==> config.mk <==
export PLATFORM = sky130hd
export DESIGN_NAME = mem_access_stage_flat
export DESIGN_NICKNAME = d
export VERILOG_FILES = /design/src/rtl/mem_access_stage_pkg.sv /design/src/rtl/mem_access_stage_if.sv /design/src/rtl/ma_watchdog.sv /design/src/rtl/mem_access_stage.sv /design/src/flat_wrapper.sv
export SDC_FILE = /design/constraint.sdc
export NUM_CORES = 1
export LEC_CHECK = 0
export BUFFER_PORTS_ARGS = -buffer_cell sky130_fd_sc_hd__buf_4
export CAP_MARGIN = 0
export CORE_MARGIN = 2
export CORE_UTILIZATION = 50
export CTS_BUF_LIST = sky130_fd_sc_hd__clkbuf_4
export DETAILED_ROUTE_END_ITERATION = 8
export PLACE_DENSITY = 0.84
export RECOVER_POWER = 25
export SYNTH_ARGS = -nofsm -noshare
export SYNTH_HDL_FRONTEND = slang
export SYNTH_HIERARCHICAL = 1
export SYNTH_SLANG_ARGS = --single-unit
==> constraint.sdc <==
create_clock -name CLK -period 3.03 [get_ports CLK]
set_clock_uncertainty 0.1 [all_clocks]
set_input_delay 0 -clock CLK [delete_from_list [all_inputs] [get_ports CLK]]
set_output_delay 0 -clock CLK [all_outputs]
set_load 0.05 [all_outputs]
==> src/rtl/mem_access_stage_pkg.sv <==
// Shared types for the memory-access stage: op encodings, FSM states, datapath width.
package mem_access_stage_pkg;

    localparam int WORD_WIDTH = 32;

    typedef enum logic [1:0] {
        MA_OP_NONE  = 2'b00,
        MA_OP_LOAD  = 2'b01,
        MA_OP_STORE = 2'b10,
        MA_OP_RSVD  = 2'b11
    } ma_op_e;

    typedef enum logic {
        MA_IDLE = 1'b0,
        MA_WAIT = 1'b1
    } ma_state_e;

    function automatic logic is_mem_op(input ma_op_e op);
        return (op == MA_OP_LOAD) || (op == MA_OP_STORE);
    endfunction

endpackage

==> src/rtl/mem_access_stage_if.sv <==
// Data-memory port of the MA stage, as seen from the stage (master) and the memory (slave).
interface mem_access_stage_if
    import mem_access_stage_pkg::*;
#(
    parameter int WIDTH = WORD_WIDTH
);
    // Handshake: MEM_REQ rises with MEM_WE/MEM_ADDR/MEM_WDATA and all four stay stable
    // until MEM_ACK is sampled high; MEM_RDATA is only meaningful in that ACK cycle.
    logic             MEM_REQ;
    logic             MEM_WE;
    logic [WIDTH-1:0] MEM_ADDR;
    logic [WIDTH-1:0] MEM_WDATA;
    logic [WIDTH-1:0] MEM_RDATA;
    logic             MEM_ACK;

    modport master (
        output MEM_REQ, MEM_WE, MEM_ADDR, MEM_WDATA,
        input  MEM_RDATA, MEM_ACK
    );

    modport slave (
        input  MEM_REQ, MEM_WE, MEM_ADDR, MEM_WDATA,
        output MEM_RDATA, MEM_ACK
    );

endinterface

==> src/rtl/ma_watchdog.sv <==
// Wait counter for outstanding memory requests; exists only when MA_TIMEOUT_EN is defined.
`ifdef MA_TIMEOUT_EN
module ma_watchdog #(
    parameter int TIMEOUT = 16
) (
    input  logic CLK,
    input  logic RST_N,
    input  logic active,
    input  logic ack,
    output logic expired
);

    logic [7:0] cnt;

    // Held at zero outside WAIT so every new transaction starts counting from 0.
    always_ff @(posedge CLK or negedge RST_N) begin
        if (!RST_N) begin
            cnt <= 8'd0;
        end else if (!active) begin
            cnt <= 8'd0;
        end else if (!ack) begin
            cnt <= cnt + 8'd1;
        end
    end

    assign expired = active && !ack && (cnt == 8'(TIMEOUT - 1));

endmodule
`endif

==> src/rtl/mem_access_stage.sv <==
// MA pipeline stage: ALU results pass through, loads/stores run a req/ack memory transaction.
// Define MA_TIMEOUT_EN to abort transactions that wait TIMEOUT cycles without MEM_ACK.
module mem_access_stage
    import mem_access_stage_pkg::*;
#(
    parameter int WORD_WIDTH = mem_access_stage_pkg::WORD_WIDTH,
    parameter int TIMEOUT    = 16
) (
    input  logic                  CLK,
    input  logic                  RST_N,
    input  logic                  In_Valid,
    input  logic [1:0]            In_Op,
    input  logic [WORD_WIDTH-1:0] C_In,
    input  logic [WORD_WIDTH-1:0] B_In,
    input  logic [4:0]            Addr_In,
    output logic                  STALL,
    mem_access_stage_if.master    mem,
    output logic [WORD_WIDTH-1:0] C_1,
    output logic [4:0]            Addr_1,
    output logic                  Valid_1,
    output logic                  ERR,
    output ma_state_e             Dbg_State
);

    ma_state_e             state, state_nx;
    logic                  req_q, req_nx;
    logic                  we_q, we_nx;
    logic [WORD_WIDTH-1:0] addr_q, addr_nx;
    logic [WORD_WIDTH-1:0] wdata_q, wdata_nx;
    logic [WORD_WIDTH-1:0] c1_q, c1_nx;
    logic [4:0]            a1_q, a1_nx;
    logic                  v1_q, v1_nx;
    logic                  err_q, err_nx;
    logic [4:0]            dest_q, dest_nx;
    logic                  isload_q, isload_nx;
    logic                  wd_expired;
    ma_op_e                op;

    assign op = ma_op_e'(In_Op);

`ifdef MA_TIMEOUT_EN
    ma_watchdog #(.TIMEOUT(TIMEOUT)) u_watchdog (
        .CLK     (CLK),
        .RST_N   (RST_N),
        .active  (state == MA_WAIT),
        .ack     (mem.MEM_ACK),
        .expired (wd_expired)
    );
`else
    logic unused_timeout;
    assign unused_timeout = (TIMEOUT > 255);
    assign wd_expired     = 1'b0;
`endif

    always_ff @(posedge CLK or negedge RST_N) begin
        if (!RST_N) begin
            state <= MA_IDLE;
        end else begin
            state <= state_nx;
        end
    end

    always_comb begin
        state_nx  = state;
        req_nx    = req_q;
        we_nx     = we_q;
        addr_nx   = addr_q;
        wdata_nx  = wdata_q;
        c1_nx     = c1_q;
        a1_nx     = a1_q;
        v1_nx     = 1'b0;
        err_nx    = 1'b0;
        dest_nx   = dest_q;
        isload_nx = isload_q;
        case (state)
            MA_IDLE: begin
                if (!In_Valid) begin
                    a1_nx = 5'd0;
                end else if (is_mem_op(op)) begin
                    req_nx    = 1'b1;
                    we_nx     = (op == MA_OP_STORE);
                    addr_nx   = C_In;
                    wdata_nx  = B_In;
                    dest_nx   = Addr_In;
                    isload_nx = (op == MA_OP_LOAD);
                    a1_nx     = 5'd0;
                    state_nx  = MA_WAIT;
                end else begin
                    c1_nx = C_In;
                    a1_nx = Addr_In;
                    v1_nx = 1'b1;
                end
            end
            MA_WAIT: begin
                // ACK takes priority over a coincident timeout.
                if (mem.MEM_ACK) begin
                    req_nx   = 1'b0;
                    we_nx    = 1'b0;
                    v1_nx    = 1'b1;
                    state_nx = MA_IDLE;
                    if (isload_q) begin
                        c1_nx = mem.MEM_RDATA;
                        a1_nx = dest_q;
                    end else begin
                        a1_nx = 5'd0;
                    end
                end else if (wd_expired) begin
                    req_nx   = 1'b0;
                    we_nx    = 1'b0;
                    v1_nx    = 1'b1;
                    a1_nx    = 5'd0;
                    err_nx   = 1'b1;
                    state_nx = MA_IDLE;
                end
            end
            default: state_nx = MA_IDLE;
        endcase
    end

    always_ff @(posedge CLK or negedge RST_N) begin
        if (!RST_N) begin
            req_q    <= 1'b0;
            we_q     <= 1'b0;
            addr_q   <= '0;
            wdata_q  <= '0;
            c1_q     <= '0;
            a1_q     <= 5'd0;
            v1_q     <= 1'b0;
            err_q    <= 1'b0;
            dest_q   <= 5'd0;
            isload_q <= 1'b0;
        end else begin
            req_q    <= req_nx;
            we_q     <= we_nx;
            addr_q   <= addr_nx;
            wdata_q  <= wdata_nx;
            c1_q     <= c1_nx;
            a1_q     <= a1_nx;
            v1_q     <= v1_nx;
            err_q    <= err_nx;
            dest_q   <= dest_nx;
            isload_q <= isload_nx;
        end
    end

    assign STALL         = (state == MA_WAIT);
    assign mem.MEM_REQ   = req_q;
    assign mem.MEM_WE    = we_q;
    assign mem.MEM_ADDR  = addr_q;
    assign mem.MEM_WDATA = wdata_q;
    assign C_1           = c1_q;
    assign Addr_1        = a1_q;
    assign Valid_1       = v1_q;
    assign ERR           = err_q;
    assign Dbg_State     = state;

endmodule

==> src/flat_wrapper.sv <==
// flat-port wrapper written by rule: the top's interface ports become plain ports
module mem_access_stage_flat import mem_access_stage_pkg::*;
#(
    parameter int WORD_WIDTH = mem_access_stage_pkg::WORD_WIDTH,
    parameter int TIMEOUT    = 16
)
  (CLK, RST_N, In_Valid, In_Op, C_In, B_In, Addr_In, STALL, C_1, Addr_1, Valid_1, ERR, Dbg_State, mem_MEM_REQ, mem_MEM_WE, mem_MEM_ADDR, mem_MEM_WDATA, mem_MEM_RDATA, mem_MEM_ACK);
  mem_access_stage_if #(.WIDTH((32))) mem_i ();
  input  logic CLK;
  input  logic RST_N;
  input  logic In_Valid;
  input  logic [1:0] In_Op;
  input  logic [WORD_WIDTH-1:0] C_In;
  input  logic [WORD_WIDTH-1:0] B_In;
  input  logic [4:0] Addr_In;
  output logic STALL;
  output logic [WORD_WIDTH-1:0] C_1;
  output logic [4:0] Addr_1;
  output logic Valid_1;
  output logic ERR;
  output ma_state_e Dbg_State;
  output wire logic [$bits(mem_i.MEM_REQ)-1:0] mem_MEM_REQ;
  output wire logic [$bits(mem_i.MEM_WE)-1:0] mem_MEM_WE;
  output wire logic [$bits(mem_i.MEM_ADDR)-1:0] mem_MEM_ADDR;
  output wire logic [$bits(mem_i.MEM_WDATA)-1:0] mem_MEM_WDATA;
  input wire logic [$bits(mem_i.MEM_RDATA)-1:0] mem_MEM_RDATA;
  input wire logic [$bits(mem_i.MEM_ACK)-1:0] mem_MEM_ACK;
  assign mem_MEM_REQ = mem_i.MEM_REQ;
  assign mem_MEM_WE = mem_i.MEM_WE;
  assign mem_MEM_ADDR = mem_i.MEM_ADDR;
  assign mem_MEM_WDATA = mem_i.MEM_WDATA;
  assign mem_i.MEM_RDATA = mem_MEM_RDATA;
  assign mem_i.MEM_ACK = mem_MEM_ACK;
  mem_access_stage #(.WORD_WIDTH(WORD_WIDTH), .TIMEOUT(TIMEOUT)) u_core (.CLK(CLK), .RST_N(RST_N), .In_Valid(In_Valid), .In_Op(In_Op), .C_In(C_In), .B_In(B_In), .Addr_In(Addr_In), .STALL(STALL), .mem(mem_i), .C_1(C_1), .Addr_1(Addr_1), .Valid_1(Valid_1), .ERR(ERR), .Dbg_State(Dbg_State));
endmodule
* Word level (Yosys, flattened, before mapping)
Index checks and enable logic that the tools add are counted.
** Storage, ports and cells
- Register bits :: 111
- Input port bits :: 107
- Output and inout port bits :: 107
- Word-level logic and storage cells :: 47
** Cells by class
- Eq/ne operators :: 7
- Muxes and demuxes :: 25
- Bitwise operators :: 1
- Reduce and logical (&&, ||, !) cells :: 4
** Operators by type and width (number)
- two-way mux 32 bit :: 4
- case mux 32 bit (2 select lines) :: 1
- two-way mux 5 bit :: 4
- two-way mux 1 bit :: 11
- case mux 5 bit (2 select lines) :: 1
- inequality test 2 bit, second input constant :: 4
- case mux 1 bit (2 select lines) :: 4
- AND reduction 3 bit :: 2
- AND reduction 4 bit :: 1
- == test 2 x 1 -> 1 bit, second input constant :: 1
- == test 2 bit, second input constant :: 1
- inequality test 2 x 1 -> 1 bit, second input constant :: 1
- logical OR 1 bit :: 1
- NOT 1 bit :: 1

* Depth between registers and ports, before layout
Gate-level depths: netlist of run 1.
- Word-level depth :: 5
- Gate-level depth with buffers :: 7
- Gate-level depth less buffers :: 5

* Worst setup path before layout of run 1
OpenSTA, ideal clock, no wires.
- Path type :: reg-to-reg
- From :: reg u_core.state, in the netlist u_core/Dbg_State
- To :: reg u_core.c1_q[27], in the netlist u_core/C_1[27]
- Setup time :: 125 ps
- Data arrival time :: 1833 ps
- Required time :: 2805 ps
- Path slack :: 971 ps
- Cell stages (with the launch flop) :: 6
- Path buffers :: 3
- Clock period less this slack :: 2059 ps
- Cell sequence :: dfrtp_1 buf_4 buf_2 buf_2 mux2_2 mux2_4
** On the way
- Cells in the longest elaborated chain, start to end :: 3
- Elaborated cells on any way between the ends :: 7
- Classes of those cells :: 4 x eq/ne; 1 x mux; 1 x bitwise; 1 x reduce/logical
** Ends and longest elaborated chain
- start, declared :: RTL line mem_access_stage.sv:25 : ma_state_e state, state_nx;
- start signal, assigned :: RTL line mem_access_stage.sv:59 : state <= state_nx;
- NOT 1 bit (no source line)
- inequality test 2 bit (no source line)
- AND reduction 4 bit (no source line)
- end signal, assigned :: RTL line mem_access_stage.sv:137 : c1_q <= c1_nx;
- end, declared :: RTL line mem_access_stage.sv:30 : logic [WORD_WIDTH-1:0] c1_q, c1_nx;
Parallel ways exist; a longest one is shown, timed or not.
A chain may end at the register's enable or synchronous reset.

==> results of run 1 <==
==> per-stage QoR <==
| step | instance area, um^2 | total power [uW] | cells | util | setup slack, ns |
|---|---|---|---|---|---|
| 2_1_floorplan | 4720 | 4580 | 298 | - | 0.971 |
| 5_1_grt | 7450 | 6700 | 730 | 0.811 | 0.635 |
| 4_1_cts | 7610 | 6560 | 730 | 0.827 | 0.843 |
| 3_5_place_dp | 6370 | 5660 | 606 | 0.693 | 0.883 |
| 6_report | 7450 | 6440 | 730 | 0.811 | 0.806 |
| 3_3_place_gp | 6370 | 5590 | 606 | 0.693 | 0.943 |
==> timing repair <==
action | in CTS | in global routing
gates resized for setup | 0 | 0
hold buffers | 108 | 0
endpoints found under the setup margin | 0 | 0
endpoints found under the hold margin | 171 | 0
==> sequential cells by signal (all words and copies together), names as in the netlist <==
signal,cells
u_core/C_1,32
u_core/mem.MEM_ADDR,32
u_core/mem.MEM_WDATA,32
u_core/Addr_1,5
u_core/dest_q,5
u_core/Dbg_State,1
u_core/Valid_1,1
u_core/isload_q,1
u_core/mem.MEM_REQ,1
u_core/mem.MEM_WE,1
==> critical path: cells and delay by family <==
family | cells | cell delay [ns]
buf+inv | 4 | 2.78
==> power groups by stage <==
stage	registers, uW	logic [uW]	clock network (uW)
floorplan	3840	743	0
global placement	2240	3350	0
finish	2250	3410	793
global route	2300	3520	881
CTS	2230	3530	803
detailed placement	2260	3410	0
==> cells in the mapped netlist <==
| cell type | instances |
|---|---|
| a21oi_1 | 5 |
| a31o_4 | 1 |
| a32oi_1 | 5 |
| and3b_1 | 1 |
| buf_2 | 11 |
| buf_4 | 3 |
| buf_6 | 3 |
| clkbuf_1 | 3 |
| conb_1 | 1 |
| dfrtp_1 | 111 |
| ha_1 | 2 |
| inv_1 | 3 |
| mux2_2 | 104 |
| mux2_4 | 30 |
| nand2_1 | 6 |
| nand2b_1 | 2 |
| nor2_1 | 5 |
| nor3b_1 | 1 |
| o21ai_0 | 1 |
==> cells by family after synthesis <==
group | Yosys count
flops | 111
compound gates | 12
mux | 134
simple gates | 15
other cells | 1
buf+inv | 23
fa+ha+maj | 2
==> worst paths after layout <==
| kind | startpoint | to | slack [ns] | cells after the start |
|---|---|---|---|---|
| max in group CLK | u_core/Dbg_State | u_core/C_1[31] | 0.85 | 3 |
| worst min register to register | u_core/mem.MEM_REQ | u_core/mem.MEM_REQ | 0.40 | 2 |
| worst max-delay path | RST_N | u_core/Addr_1[2] | 0.81 | 4 |
| min in group asynchronous | RST_N | u_core/dest_q[2] | 0.75 | 3 |
| worst min-delay path | B_In[2] | u_core/mem.MEM_WDATA[2] | 0.21 | 3 |
| worst max register to register | u_core/Dbg_State | u_core/C_1[31] | 0.85 | 3 |
==> placed cells by master (no fill, tap or decap) <==
master | Yosys | layout
and3b_1 | 1 | 1
mux2_2 | 104 | 104
dlygate4sd3_1 | 0 | 108
a31o_4 | 1 | 1
inv_1 | 3 | 3
nor3b_2 | 0 | 1
o21ai_0 | 1 | 1
clkbuf_1 | 3 | 40
clkbuf_2 | 0 | 1
nor2_1 | 5 | 5
dfrtp_2 | 0 | 1
clkbuf_4 | 0 | 10
inv_8 | 0 | 1
a32oi_1 | 5 | 5
nand2b_1 | 2 | 2
mux2_4 | 30 | 30
dfrtp_1 | 111 | 110
conb_1 | 1 | 1
inv_6 | 0 | 2
clkinv_4 | 0 | 2
bufinv_16 | 0 | 1
ha_1 | 2 | 2
a21oi_1 | 5 | 5
nand2_1 | 6 | 6
buf_4 | 3 | 176
==> cell type report <==
type	instances	area, um^2
Clock buffer	10	75.1
Clock inverter	6	76.3
Fill cell	531	1740
Inverter	3	11.3
Multi-Input combinational cell	164	1820
Sequential cell	111	2780
Tap cell	111	139
Timing Repair Buffer	325	2560
==> metal layers <==
| layer | routed length [um] | track usage |
|---|---|---|
| met1 | 5300 | 0.316 |
| met2 | 7590 | 0.504 |
| met3 | 640 | 0.0476 |
| met4 | 481 | 0.133 |
| met5 | 0 | 0 |
==> parameters.txt, run 1 <==
Parameter                              Value

Synthesis
  Cell area after synthesis    4720 um^2
  Dominant combinational cell family by area after synthesis    multiplexers
  Mux share of post-synthesis cell area    0.343
  Area fraction in compound gates after synthesis    0.0193
  Adder-cell share of the synthesized area    0.00530
  Simple-gate area share of the yosys netlist    0.0148
  Synthesized net count    407
  Yosys Warn Count    6
  XOR/XNOR Fraction of Synth Area    0
  Per-instance average area after synthesis    approximately 16 um^2
  Area contributors post-synth    dfrtp_1, mux2_2, mux2_4
  Syn Inst Count    298
  Cell taking the most area after synthesis    dfrtp_1
  Area share of the largest cell type after synthesis    0.588
  Number of library cell types mapped by synthesis    19
  Portion of the post-synthesis area used by sequential elements    0.588
  Number of synthesized register bits    approximately 110

STA
  Unrepaired setup endpoints after global routing    no
  Total negative slack for setup checks    0 ns
  Number of setup violations in the final report    0
  Fin Hold WS    0.207 ns
  Total count of hold-check failures in the final report    0
  Worst Tran Pin Value    1.13 ns
  Worst rel slew slack    0.250
  Final critical delay including setup and external delays    approximately 2.2 ns
  Final Max Tran Viols    0
  Fraction of the cycle the final worst path needs    0.734
  Highest clock frequency the design can meet    0.450 GHz

Power and ir drop
  Part of the power in registers    0.348
  Sw Share    0.475
  Internal    3390 uW
  Clk network pwr share    0.123
  Sw Pwr    around 3100 uW
  Power per Cell Area    ~860 nW/um^2
  Comb power frac    0.528
  IR Drop Worst-Case VDD    0.567 mV
  Lkg Pwr    around 0.0035 uW

Critical path
  Cell-by-cell listing of the critical path    dlygate4sd3_1 -> dlygate4sd3_1 -> clkbuf_2 -> dlygate4sd3_1
  Signal arrival time at the worst endpoint    2.79 ns
  Endpoint class of the critical path    asynchronous set/reset pin
  Cell repeated most along the worst path    dlygate4sd3_1
  Cell at the slowest stage of the critical path    clkbuf_2
  Crit-path max FO    45
  Critical path's largest stage delay    between 0.8 and 0.9 ns
  Type of the worst setup path    in -> async
  Kind of start point of the critical path    input port
  Data required, critical path    roughly 3.6 ns

Flow run
  Maximum capacitance violations    0

Place
  Placed wire-length estimate    8.06 mm
  Number of buffers added on ports    about 210
  Gp weighted congestion    between 0.7 and 0.8

Die
  Initial Util    0.514
  Row count    35
  Horiz. Die Dim    101 um
  Placeable core region    9200 um^2
  Chip Height    101 um
  Area of the die    just over 10,000 um^2
  Count of pins on the block boundary    214

GRT
  Via count of the first global-routing pass    4,217
  First-pass GRT wire length    21.5 mm
  Residual overflow from global routing    0
  Maximum number of pins on one net before global-route repair    54
  Global-route total usage across every layer    0.277
  Antenna violations before repair    0

Layout
  Area growth from synthesis to layout    57.8%
  Share of cells above drive strength 1    0.533
  Nets    723
  Number of antenna diodes    0

Min path
  Classification of the worst-slack hold path    in -> reg

Clock tree
  Worst-path clk slew    about 0.19 ns
  H-tree levels    3
  Count of clock tree sinks    111
  Number of setup buffers added after CTS    0
  TritonCTS clock tree    yes
  CTS Root Buffer Type    clkbuf_4
  Later-pin clock latency in the skew report    0.45 ns
  Total clock buffers created by CTS    9
  Buffer depth of the longest clock path    2

Drt
  First-pass iteration count of the detailed router    4
  Routed WL per cell    19.2 um
  Via density per instance    roughly 5
  Vias after detailed routing    ~3,600
  Initial detailed-routing violation count    99
  Final Routed Wirelength    14.0 mm
  DRC viols    0
  Remaining antenna violation count after routing    0

Outcome
  Outcome    finished, final reports clean
No activity file was read; power rests on OpenSTA's default activity.
==> run 2, diff against run 1 <==
- CORE_UTILIZATION: 50 -> 44
- PLACE_DENSITY: 0.84 -> 0.79
- clock period: 3.03 -> 1.8 ns (I/O delays scaled with it)
==> run 2 against run 1 <==
  * Core utilization fell by 8.2 points
  * Setup slack got worse by 0.80 ns
  * Power rose by 64%
  * Critical path type is now in -> reg
  * Largest cell class unchanged
  * Largest power group unchanged
==> parameters.txt, run 2 (synthesis results as in run 1) <==
Parameter                              Value

Outcome
  Outcome    finished, final reports clean

Die
  Row count    37 (+5.7%)
  Count of pins on the block boundary    214 (unchanged)
  Placeable core region    10,400 um^2 (+13%)
  Chip Height    108 um (+6.3%)
  Area of the die    11,600 um^2 (+13%)
  Initial Util    0.455 (-0.0581)
  Horiz. Die Dim    108 um (+6.3%)

Drt
  Initial detailed-routing violation count    115 (+16%)
  Via density per instance    4.88 (-2.1%)
  Routed WL per cell    17.9 um (-6.8%)
  First-pass iteration count of the detailed router    4 (unchanged)
  Final Routed Wirelength    13.7 mm (-2.2%)
  Remaining antenna violation count after routing    0 (unchanged)
  Vias after detailed routing    3,737 (+2.7%)
  DRC viols    0 (unchanged)

Critical path
  Signal arrival time at the worst endpoint    2.04 ns (-0.75 ns)
  Endpoint class of the critical path    register
  Reg2Reg Capture Point    u_core/mem.MEM_WDATA[28]
  Data required, critical path    2.05 ns (-1.55 ns)
  Number of cells on the worst reg-to-reg path    5 (+2)
  Crit-path max FO    18 (-60%)
  Type of the worst setup path    in -> reg
  Worst reg-to-reg setup slack    0.04 ns (-0.81 ns)
  Kind of start point of the critical path    input port
  Worst R2R Start    u_core/Dbg_State

Clock tree
  Count of clock tree sinks    111 (unchanged)
  Number of setup buffers added after CTS    0 (unchanged)
  Total clock buffers created by CTS    9 (unchanged)
  TritonCTS clock tree    yes
  CTS Root Buffer Type    clkbuf_4
  Buffer depth of the longest clock path    2 (unchanged)
  Worst-path clk slew    0.16 ns (-0.03 ns)
  Later-pin clock latency in the skew report    0.45 ns (about the same)
  H-tree levels    3 (unchanged)

Power and ir drop
  Internal    5550 uW (+64%)
  Clk network pwr share    0.114 (-0.009)
  Power per Cell Area    1400 nW/um^2 (+62%)
  Comb power frac    0.530 (+0.002)
  IR Drop Worst-Case VDD    0.908 mV (+60%)
  Lkg Pwr    0.00345 uW (-0.43%)
  Sw Share    0.477 (+0.00216)
  Sw Pwr    5050 uW (+65%)
  Part of the power in registers    0.355 (+0.007)
  Total Power    10,600 uW (+64%)

STA
  Total count of hold-check failures in the final report    0 (unchanged)
  Final critical delay including setup and external delays    1.79 ns
  Minimum setup slack in the final design    0.0108 ns (-0.795 ns)
  Highest clock frequency the design can meet    0.559 GHz
  Fraction of the cycle the final worst path needs    0.994
  Worst rel slew slack    0.542 (+0.293)
  Final Max Tran Viols    0 (unchanged)
  Total negative slack for setup checks    0 ns (unchanged)
  Worst Tran Pin Value    0.689 ns (-0.436 ns)
  Number of setup violations in the final report    0 (unchanged)

Place
  Gp weighted congestion    0.723 (-6.6%)
  Placed wire-length estimate    8.33 mm (+3.4%)
  Number of buffers added on ports    212 (unchanged)
  Cell area after placement    6510 um^2 (+2.1%)
  Worst-case setup slack after placement    -0.0218 ns (-0.905 ns)

Min path
  Classification of the worst-slack hold path    in -> reg
  Worst hold endpoint    u_core/mem.MEM_WDATA[14]
  Min-Delay Path Depth    3 (unchanged)
  Source of the worst hold timing path    B_In[14]

Layout
  Share of cells above drive strength 1    0.494 (-0.0395)
  Area growth from synthesis to layout    60.1%
  Nets    734 (+1.5%)
  Summed area of non-filler cells in the final layout    7560 um^2 (+1.4%)
  Most common library cell in the layout ignoring fill and taps    buf_4
  Number of antenna diodes    0 (unchanged)
  Highest-count cells in the layout ignoring fill and taps    buf_4, dlygate4sd3_1, dfrtp_1, mux2_2, clkbuf_1

GRT
  Maximum number of pins on one net before global-route repair    49 (-9.3%)
  First-pass GRT wire length    20.4 mm (-5.2%)
  Met1 GRT Util    0.266 (-0.0501)
  Via count of the first global-routing pass    4,080 (-3.2%)
  Residual overflow from global routing    0 (unchanged)
  Global-route total usage across every layer    0.230 (-0.0475)
  Met2 usage    0.412 (-0.0919)
  Routing layer with the top usage in global route    met2
  Met3 track demand over resource in global routing    0.0551 (+0.00747)
  Antenna violations before repair    0 (unchanged)

Flow run
  Maximum capacitance violations    0 (unchanged)
## run 2: cell type report
| type | count | area (um^2) |
|---|---|---|
| multi-input cells | 165 | 1850 |
| clock inverters | 7 | 63.8 |
| inverters | 3 | 11.3 |
| clock buffers | 9 | 67.6 |
| flip-flops and latches | 111 | 2780 |
| repair buffers | 335 | 2620 |
| well taps | 136 | 170 |
| fillers | 713 | 2810 |
## run 2: timing repair
item	in CTS	in global routing
gates resized for setup	2	5
hold buffers	110	0
endpoints found under the setup margin	2	69
hold endpoints to repair	222	0
gates cloned	0	2
## run 2: worst max path at each step
stage	start	endpoint	slack [ns]
global placement	In_Op[0]	u_core/C_1[0]	-0.002
CTS	u_core/Dbg_State	u_core/C_1[12]	-0.002
detailed placement	In_Op[0]	u_core/C_1[0]	-0.02
floorplan	u_core/Dbg_State	u_core/C_1[10]	-0.06
global route	In_Op[0]	u_core/mem.MEM_WDATA[30]	-0.01
finish	In_Op[0]	u_core/mem.MEM_WDATA[28]	0.01
## run 2: per-layer routing
| metal | part of all wire | wire (um) |
|---|---|---|
| met1 | 0.40 | 5450 |
| met2 | 0.52 | 7150 |
| met3 | 0.061 | 837 |
| met4 | 0.020 | 268 |
| met5 | 0 | 0 |
## run 2: power groups by stage
| stage | sequential, uW | clock, uW | combinational [uW] |
|---|---|---|---|
| 6_report | 3770 | 1210 | 5620 |
| 5_1_grt | 3860 | 1350 | 5820 |
| 4_1_cts | 3770 | 1260 | 5990 |
| 3_5_place_dp | 3810 | 0 | 5790 |
| 3_3_place_gp | 3770 | 0 | 5720 |
| 2_1_floorplan | 6460 | 0 | 1270 |
## run 2: metrics by stage
stage,hold slack [ns],cells,utilization
after floorplan,-0.396,298,-
after global placement,-0.0710,638,0.628
after detailed placement,-0.0660,638,0.628
after CTS,0.175,764,0.747
after global routing,0.178,766,0.729
final,0.209,766,0.729
## run 2: worst max-delay path, stage by stage
cell	delay [ns]
buf_4	0.08
inv_1	0.03
ha_1	0.31
dlygate4sd3_1	0.63
nor3b_4	0.24
buf_4	0.19
clkbuf_16	0.20
mux2_2	0.35
